[config.mk]
export PLATFORM = sky130hd
export DESIGN_NAME = fir_stream_ctrl_flat
export DESIGN_NICKNAME = d
export VERILOG_FILES = /design/src/rtl/fir_pkg.sv /design/src/rtl/fir_stream_ctrl_if.sv /design/src/rtl/fir_rate_div.sv /design/src/rtl/fir_stream_ctrl.sv /design/src/flat_wrapper.sv
export SDC_FILE = /design/constraint.sdc
export NUM_CORES = 1
export LEC_CHECK = 0
export BUFFER_PORTS_ARGS = -buffer_cell sky130_fd_sc_hd__buf_2
export CORE_MARGIN = 2
export CORE_UTILIZATION = 35
export CTS_CLUSTER_DIAMETER = 40
export DETAILED_ROUTE_END_ITERATION = 6
export PLACE_DENSITY = 0.55
export SLEW_MARGIN = 20
export SYNTH_ARGS = -nofsm -noshare
export SYNTH_HDL_FRONTEND = slang
export SYNTH_SLANG_ARGS = --single-unit
[constraint.sdc]
create_clock -name clk -period 3.35 [get_ports clk]
set_clock_uncertainty 0.2 [all_clocks]
set_input_delay 0.1675 -clock clk [delete_from_list [all_inputs] [get_ports clk]]
set_output_delay 0.1675 -clock clk [all_outputs]
set_load 0.03 [all_outputs]
[src/rtl/fir_pkg.sv]
// Shared types and constants for the FIR stream controller slice:
// state encoding, default geometry and the 8-bit output saturation helper.
package fir_pkg;

    localparam int NTAPS  = 4;
    localparam int COEF_W = 8;
    localparam int OUT_W  = 18;
    localparam int SHIFT  = 7;
    localparam int DIV_W  = 24;

    localparam logic [DIV_W-1:0] DEFAULT_DIV = 24'd10_000;

    typedef enum logic [1:0] {
        IDLE,
        WAIT,
        SEND,
        RECV
    } state_t;

    // Input is the already-shifted FIR result; clamp into the signed 8-bit range.
    function automatic logic signed [7:0] sat8(input logic signed [OUT_W-SHIFT-1:0] v);
        logic signed [7:0] r;
        if (v > 127)
            r = 8'h7F;
        else if (v < -128)
            r = 8'h80;
        else
            r = v[7:0];
        return r;
    endfunction

endpackage

[src/rtl/fir_stream_ctrl_if.sv]
// Stream link between the controller and the FIR datapath: sample channel
// towards the FIR and result channel back from it.
interface fir_stream_ctrl_if #(
    parameter int RES_W = fir_pkg::OUT_W
);

    logic [7:0]              s_axis_tdata;
    logic                    s_axis_tvalid;
    logic                    s_axis_tready;
    logic signed [RES_W-1:0] m_axis_tdata;
    logic                    m_axis_tvalid;

    // master: the sequencer side; slave: the FIR side
    modport master (
        output s_axis_tdata,
        output s_axis_tvalid,
        input  s_axis_tready,
        input  m_axis_tdata,
        input  m_axis_tvalid
    );

    modport slave (
        input  s_axis_tdata,
        input  s_axis_tvalid,
        output s_axis_tready,
        output m_axis_tdata,
        output m_axis_tvalid
    );

endinterface

[src/rtl/fir_rate_div.sv]
// 24-bit sample-rate divider: counts up to a selectable compare value and
// emits a one-cycle tick on the compare cycle.
module fir_rate_div
    import fir_pkg::*;
#(
    parameter logic [DIV_W-1:0] DEF_DIV = DEFAULT_DIV
) (
    input  logic       clk,
    input  logic       rst_n,
    input  logic       run,
    input  logic [7:0] div_sel,
    output logic       tick
);

    logic [DIV_W-1:0] cnt;
    logic [DIV_W-1:0] cmp;

    // Compare is re-evaluated every cycle, so a new div_sel applies at the next match;
    // a counter already past it simply wraps through 2^24.
    always_comb begin
        cmp = (div_sel == 8'd0) ? DEF_DIV : {6'b0, div_sel, 10'b0};
    end

    assign tick = run && (cnt == cmp);

    always_ff @(posedge clk or negedge rst_n) begin
        if (!rst_n)
            cnt <= '0;
        else if (!run || (cnt == cmp))
            cnt <= '0;
        else
            cnt <= cnt + DIV_W'(1);
    end

endmodule

[src/rtl/fir_stream_ctrl.sv]
// Sequencer between tile pins and the FIR: paces samples, runs the stream
// handshake, scales/saturates the result and holds the coefficient bank.
module fir_stream_ctrl
    import fir_pkg::*;
#(
    parameter int               NTAPS       = fir_pkg::NTAPS,
    parameter int               COEF_W      = fir_pkg::COEF_W,
    parameter int               OUT_W       = fir_pkg::OUT_W,
    parameter int               SHIFT       = fir_pkg::SHIFT,
    parameter logic [DIV_W-1:0] DEFAULT_DIV = fir_pkg::DEFAULT_DIV
) (
    input  logic                    clk,
    input  logic                    rst_n,
    input  logic                    ena,
    input  logic [7:0]              div_sel,
    input  logic [7:0]              smp_in,
    input  logic                    coef_wr,
    input  logic [1:0]              coef_addr,
    input  logic [COEF_W-1:0]       coef_data,
    output logic [NTAPS*COEF_W-1:0] coef_bus,
    fir_stream_ctrl_if.master       ax,
    output logic signed [7:0]       y_out,
    output logic                    y_valid,
    output logic                    overrun,
    output logic                    coef_err,
    output logic                    busy
);

    state_t state;
    state_t state_nx;

    logic run;
    logic tick;
    logic load_smp;
    logic res_hit;
    logic [7:0] smp_p0;
    logic signed [OUT_W-SHIFT-1:0] res_sh;
    logic unused_lsb;

    // The divider keeps running through an in-flight transaction even if ena drops.
    assign run = ena || (state != IDLE);

    fir_rate_div #(
        .DEF_DIV (DEFAULT_DIV)
    ) u_div (
        .clk     (clk),
        .rst_n   (rst_n),
        .run     (run),
        .div_sel (div_sel),
        .tick    (tick)
    );

    always_ff @(posedge clk or negedge rst_n) begin
        if (!rst_n)
            state <= IDLE;
        else
            state <= state_nx;
    end

    always_comb begin
        state_nx         = state;
        load_smp         = 1'b0;
        res_hit          = 1'b0;
        ax.s_axis_tvalid = 1'b0;
        busy             = 1'b0;
        case (state)
            IDLE: begin
                if (ena)
                    state_nx = WAIT;
            end
            WAIT: begin
                if (tick) begin
                    state_nx = SEND;
                    load_smp = 1'b1;
                end else if (!ena) begin
                    state_nx = IDLE;
                end
            end
            SEND: begin
                ax.s_axis_tvalid = 1'b1;
                busy             = 1'b1;
                if (ax.s_axis_tready)
                    state_nx = RECV;
            end
            RECV: begin
                busy = 1'b1;
                if (ax.m_axis_tvalid) begin
                    res_hit  = 1'b1;
                    state_nx = ena ? WAIT : IDLE;
                end
            end
            default: state_nx = IDLE;
        endcase
    end

    // Stage p0: sample captured on the tick, held stable for the whole SEND phase
    always_ff @(posedge clk or negedge rst_n) begin
        if (!rst_n)
            smp_p0 <= '0;
        else if (load_smp)
            smp_p0 <= smp_in;
    end

    assign ax.s_axis_tdata = smp_p0;

    // Dropping the low SHIFT bits of a two's-complement value is an arithmetic shift.
    assign res_sh     = ax.m_axis_tdata[OUT_W-1:SHIFT];
    assign unused_lsb = ^ax.m_axis_tdata[SHIFT-1:0];

    // Stage p1: saturated result and its strobe
    always_ff @(posedge clk or negedge rst_n) begin
        if (!rst_n) begin
            y_out   <= '0;
            y_valid <= 1'b0;
        end else begin
            y_valid <= res_hit;
            if (res_hit)
                y_out <= sat8(res_sh);
        end
    end

    always_ff @(posedge clk or negedge rst_n) begin
        if (!rst_n) begin
            overrun  <= 1'b0;
            coef_err <= 1'b0;
        end else begin
            overrun  <= overrun  | (tick & busy);
            coef_err <= coef_err | (coef_wr & busy);
        end
    end

    // The bank is only writable while no sample is in flight to the FIR.
    always_ff @(posedge clk or negedge rst_n) begin
        if (!rst_n)
            coef_bus <= '0;
        else if (coef_wr && !busy)
            coef_bus[coef_addr*COEF_W +: COEF_W] <= coef_data;
    end

endmodule

[src/flat_wrapper.sv]
// flat-port wrapper written by rule: the top's interface ports become plain ports
module fir_stream_ctrl_flat import fir_pkg::*;
#(
    parameter int               NTAPS       = fir_pkg::NTAPS,
    parameter int               COEF_W      = fir_pkg::COEF_W,
    parameter int               OUT_W       = fir_pkg::OUT_W,
    parameter int               SHIFT       = fir_pkg::SHIFT,
    parameter logic [DIV_W-1:0] DEFAULT_DIV = fir_pkg::DEFAULT_DIV
)
  (clk, rst_n, ena, div_sel, smp_in, coef_wr, coef_addr, coef_data, coef_bus, y_out, y_valid, overrun, coef_err, busy, ax_s_axis_tdata, ax_s_axis_tvalid, ax_s_axis_tready, ax_m_axis_tdata, ax_m_axis_tvalid);
  fir_stream_ctrl_if ax_i ();
  input  logic clk;
  input  logic rst_n;
  input  logic ena;
  input  logic [7:0] div_sel;
  input  logic [7:0] smp_in;
  input  logic coef_wr;
  input  logic [1:0] coef_addr;
  input  logic [COEF_W-1:0] coef_data;
  output logic [NTAPS*COEF_W-1:0] coef_bus;
  output logic signed [7:0] y_out;
  output logic y_valid;
  output logic overrun;
  output logic coef_err;
  output logic busy;
  output wire logic [$bits(ax_i.s_axis_tdata)-1:0] ax_s_axis_tdata;
  output wire logic [$bits(ax_i.s_axis_tvalid)-1:0] ax_s_axis_tvalid;
  input wire logic [$bits(ax_i.s_axis_tready)-1:0] ax_s_axis_tready;
  input wire logic [$bits(ax_i.m_axis_tdata)-1:0] ax_m_axis_tdata;
  input wire logic [$bits(ax_i.m_axis_tvalid)-1:0] ax_m_axis_tvalid;
  assign ax_s_axis_tdata = ax_i.s_axis_tdata;
  assign ax_s_axis_tvalid = ax_i.s_axis_tvalid;
  assign ax_i.s_axis_tready = ax_s_axis_tready;
  assign ax_i.m_axis_tdata = ax_m_axis_tdata;
  assign ax_i.m_axis_tvalid = ax_m_axis_tvalid;
  fir_stream_ctrl #(.NTAPS(NTAPS), .COEF_W(COEF_W), .OUT_W(OUT_W), .SHIFT(SHIFT), .DEFAULT_DIV(DEFAULT_DIV)) u_core (.clk(clk), .rst_n(rst_n), .ena(ena), .div_sel(div_sel), .smp_in(smp_in), .coef_wr(coef_wr), .coef_addr(coef_addr), .coef_data(coef_data), .coef_bus(coef_bus), .ax(ax_i), .y_out(y_out), .y_valid(y_valid), .overrun(overrun), .coef_err(coef_err), .busy(busy));
endmodule
==> results.sh <==
export IMPL_grt_max_degree=78
export IMPL_seq_area_frac_synth_pct=56.68
export IMPL_portBuffers=95
export IMPL_crit_path_start_kind="flop"
export IMPL_grt_pass1_vias=2854
export IMPL_dieHeight_um=102.6
export IMPL_numCtsBuffers=9
export IMPL_vias_per_cell=4.862
export IMPL_fin_tns_setup_ns=0
export IMPL_rsz0062_at_grt="false"
export IMPL_pwr_share_comb_pct=15.2
export IMPL_synth_fa_ha_area_share_pct=2.576
export IMPL_max_slew_margin_pct=35.65
export IMPL_via_count=2757
export IMPL_final_cell_mix="94 x buf_2, 77 x dfrtp_1, 32 x a22o_1"
export IMPL_synthArstFlopShare_pct=100.0
export IMPL_yosysTopAreaCell="dfrtp_1"
export IMPL_grt_overflow=0
export IMPL_fin_crit_sh_pct=92.15
export IMPL_ios=103
export IMPL_grt_pass1_wl_um=13830
export IMPL_cp_data_arrival_time_ns=3.11
export IMPL_fmax_mhz=323.9
export IMPL_synth_xor_area_share_pct=7.214
export IMPL_synth_nets=355
export IMPL_busiest_layer="met2"
export IMPL_synthTopCellsByArea="dfrtp_1 57%, a22o_1 8.2%, xnor2_1 5.7%"
export IMPL_drive_above_1_share_pct=30.14
export IMPL_seqPwrFrac_pct=51.7
export IMPL_yosysTopAreaCellShare_pct=56.68
export IMPL_area_delta_synth_final_pct=33.82
export IMPL_cts_tree="yes"
export IMPL_synth_cell_types=31
export IMPL_final_setup_viol_count=0
export IMPL_crit_required_ns=3.37
export IMPL_antenna_left=0
export IMPL_postLayoutCoreUtil_pct=48.77
export IMPL_postPlaceCellArea_sq_um=4078
export IMPL_synth_warnings=0
export IMPL_ys_ff_latch=77
export IMPL_grt_met1_usage_pct=22.68
export IMPL_cap_viol_max_count=0
export IMPL_gp_congestion=0.7522
export IMPL_synth_ff_type="dfrtp_1"
export IMPL_drtIter0Drc=100
export IMPL_cp_end_kind="flop"
export IMPL_reg2reg_to="u_core.state[0]"
export IMPL_clock_power_share_pct=33.1
export IMPL_antennaDiodeCount=0
export IMPL_gr_usage_all_layers_pct=17.01
export IMPL_use_met3_pct=4.068
export IMPL_post_route_drc_count=0
export IMPL_row_count=35
export IMPL_min_period_ns=3.087
export IMPL_clk_latency_ns=0.34
export IMPL_core_sq_um=9328
export IMPL_crit_fanout=10
export IMPL_place_hpwl_um=5568
export IMPL_antenna_found_initial=0
export IMPL_r2r_cells=7
export IMPL_clkSlewWorstSetupHoldPaths_ns=0.09
export IMPL_slew_viol_final=0
export IMPL_die_area_sq_um=10520
export IMPL_stdcell_area_sq_um=4549
export IMPL_syn_avg_cell_area_sq_um=11.41
export IMPL_nFillCells=915
export IMPL_finalHoldViolCount=0
export IMPL_initial_utilization_pct=36.45
export IMPL_switching_share_pct=29.98
export IMPL_cp_endpoint="u_core.state[0]"
export IMPL_die_w_um=102.6
export IMPL_crit_start="u_core.u_div.cnt[2]"
export IMPL_p_switching_mw=0.5930
export IMPL_worst_pin_slew_ns=0.9653
export IMPL_p_per_area_nw_per_um2=434.7
export IMPL_whs_ns=0.1015
export IMPL_synth_top_family_by_area="simple AND/OR/NAND/NOR gates"
export IMPL_postCtsSetupBuffers=0
export IMPL_synth_compound_area_share_pct=12.85
export IMPL_peakVddDrop_uv=178.9
export IMPL_reg2reg_slack_ns=0.26
export IMPL_gr_usage_met2_pct=27.30
export IMPL_hold_path_class="primary input to flop"
export IMPL_nNetsFinal=490
export IMPL_crit_type="flop to flop"
export IMPL_p_leak_nw=2.281
export IMPL_synth_area_sq_um=3400
export IMPL_p_total_mw=1.978
export IMPL_worstReg2RegStart="u_core.u_div.cnt[2]"
export IMPL_internal_power_mw=1.385
export IMPL_clock_root_buffer="clkbuf_8"
export IMPL_cts_sinks=77
export IMPL_synth_edff_count=0
export IMPL_mostFrequentLayoutCell="buf_2"
export IMPL_cts_buffer_depth=2
export IMPL_htreeDepth=3
export IMPL_synthSimpleGateAreaFrac_pct=15.27
export IMPL_postSynthCellCount=298
export IMPL_first_pass_iters=4
export IMPL_wl_per_cell_um=14.74
export IMPL_outcome="finished clean"
export IMPL_routed_wl_um=8357
export IMPL_synthMuxAreaShare_pct=2.981
[cell families after synthesis]
| family | Yosys count |
|---|---|
| flops | 77 |
| simple gates | 103 |
| mux | 9 |
| compound gates | 52 |
| fa+ha+maj | 7 |
| xor+xnor | 28 |
| buf+inv | 22 |
[Yosys cell counts, types with 3 or more instances]
cell,count
nor2_1,9
nor3_1,32
nor4b_1,4
ha_1,7
nand3_1,11
nor2b_1,3
a21o_1,3
nor4_1,7
clkbuf_1,9
xnor2_1,22
nand2_1,27
a22o_1,32
xor2_1,6
mux2_2,9
dfrtp_1,77
a21oi_1,3
o21ai_0,7
inv_1,13
[state kept, by name, indices dropped and copies added, names as in the netlist, named ones only]
register,cells
u_core.ax.s_axis_tdata,8
u_core.coef_bus,32
u_core.coef_err,1
u_core.overrun,1
u_core.state,1
u_core.u_div.cnt,24
u_core.y_out,8
u_core.y_valid,1
[how the worst min path moves through the flow]
stage	from	end	slack (ns)	cells after the start
after floorplan	rst_n	async pin	-0.33	0
after global placement	rst_n	u_core.overrun	0.19	1
after detailed placement	rst_n	u_core.u_div.cnt[10]	0.19	1
after CTS	ax_m_axis_tdata[16]	u_core.y_out[6]	0.09	5
after global routing	ax_m_axis_tdata[16]	u_core.y_out[0]	0.11	5
final	ax_m_axis_tdata[16]	u_core.y_out[6]	0.10	5
[power groups by stage]
stage / combinational, mW / clock (mW) / sequential, mW
floorplan: 0.0983 / 0 / 1.10
global placement: 0.277 / 0 / 1.04
detailed placement: 0.280 / 0 / 1.04
CTS: 0.306 / 0.676 / 1.02
global route: 0.330 / 0.712 / 1.03
finish: 0.301 / 0.654 / 1.02
[final cells by class]
cell class	instances	area [sq um]	area share [%]
clock buffers	9	123.9	2.723
clock inverters	7	57.56	1.265
inverters	13	48.80	1.073
multi-input cells	199	1395	30.67
flip-flops and latches	77	1927	42.35
well taps	129	161.4	3.548
repair buffers	133	835.8	18.37
[timing repair]
action                                 CTS  global route
setup endpoints to repair                0             0
endpoints found under the hold margin  128             0
hold buffers                            29             0
gates resized for setup                  0             0
[critical path, stage by stage (launching register included)]
cell and delay, ns:
dfrtp_1 0.43, or4_1 0.55, nor4_1 0.32, o2111ai_1 0.25, a2111oi_4 0.37, buf_4 0.24
a211oi_1 0.06, dlygate4sd3_1 0.55
[per-layer routing]
layer	wire length [um]	up-vias
met1	3940	1334
met3	427	9
met4	93	0
met2	3896	68
li1	-	1346
met5	0	-
[metrics by stage]
step	instances	setup slack [ns]
finish	567	0.2630
global placement	522	0.5531
floorplan	298	0.6446
CTS	567	0.2545
global route	567	0.09164
detailed placement	522	0.5396
Power figures use the tool's default switching activity.
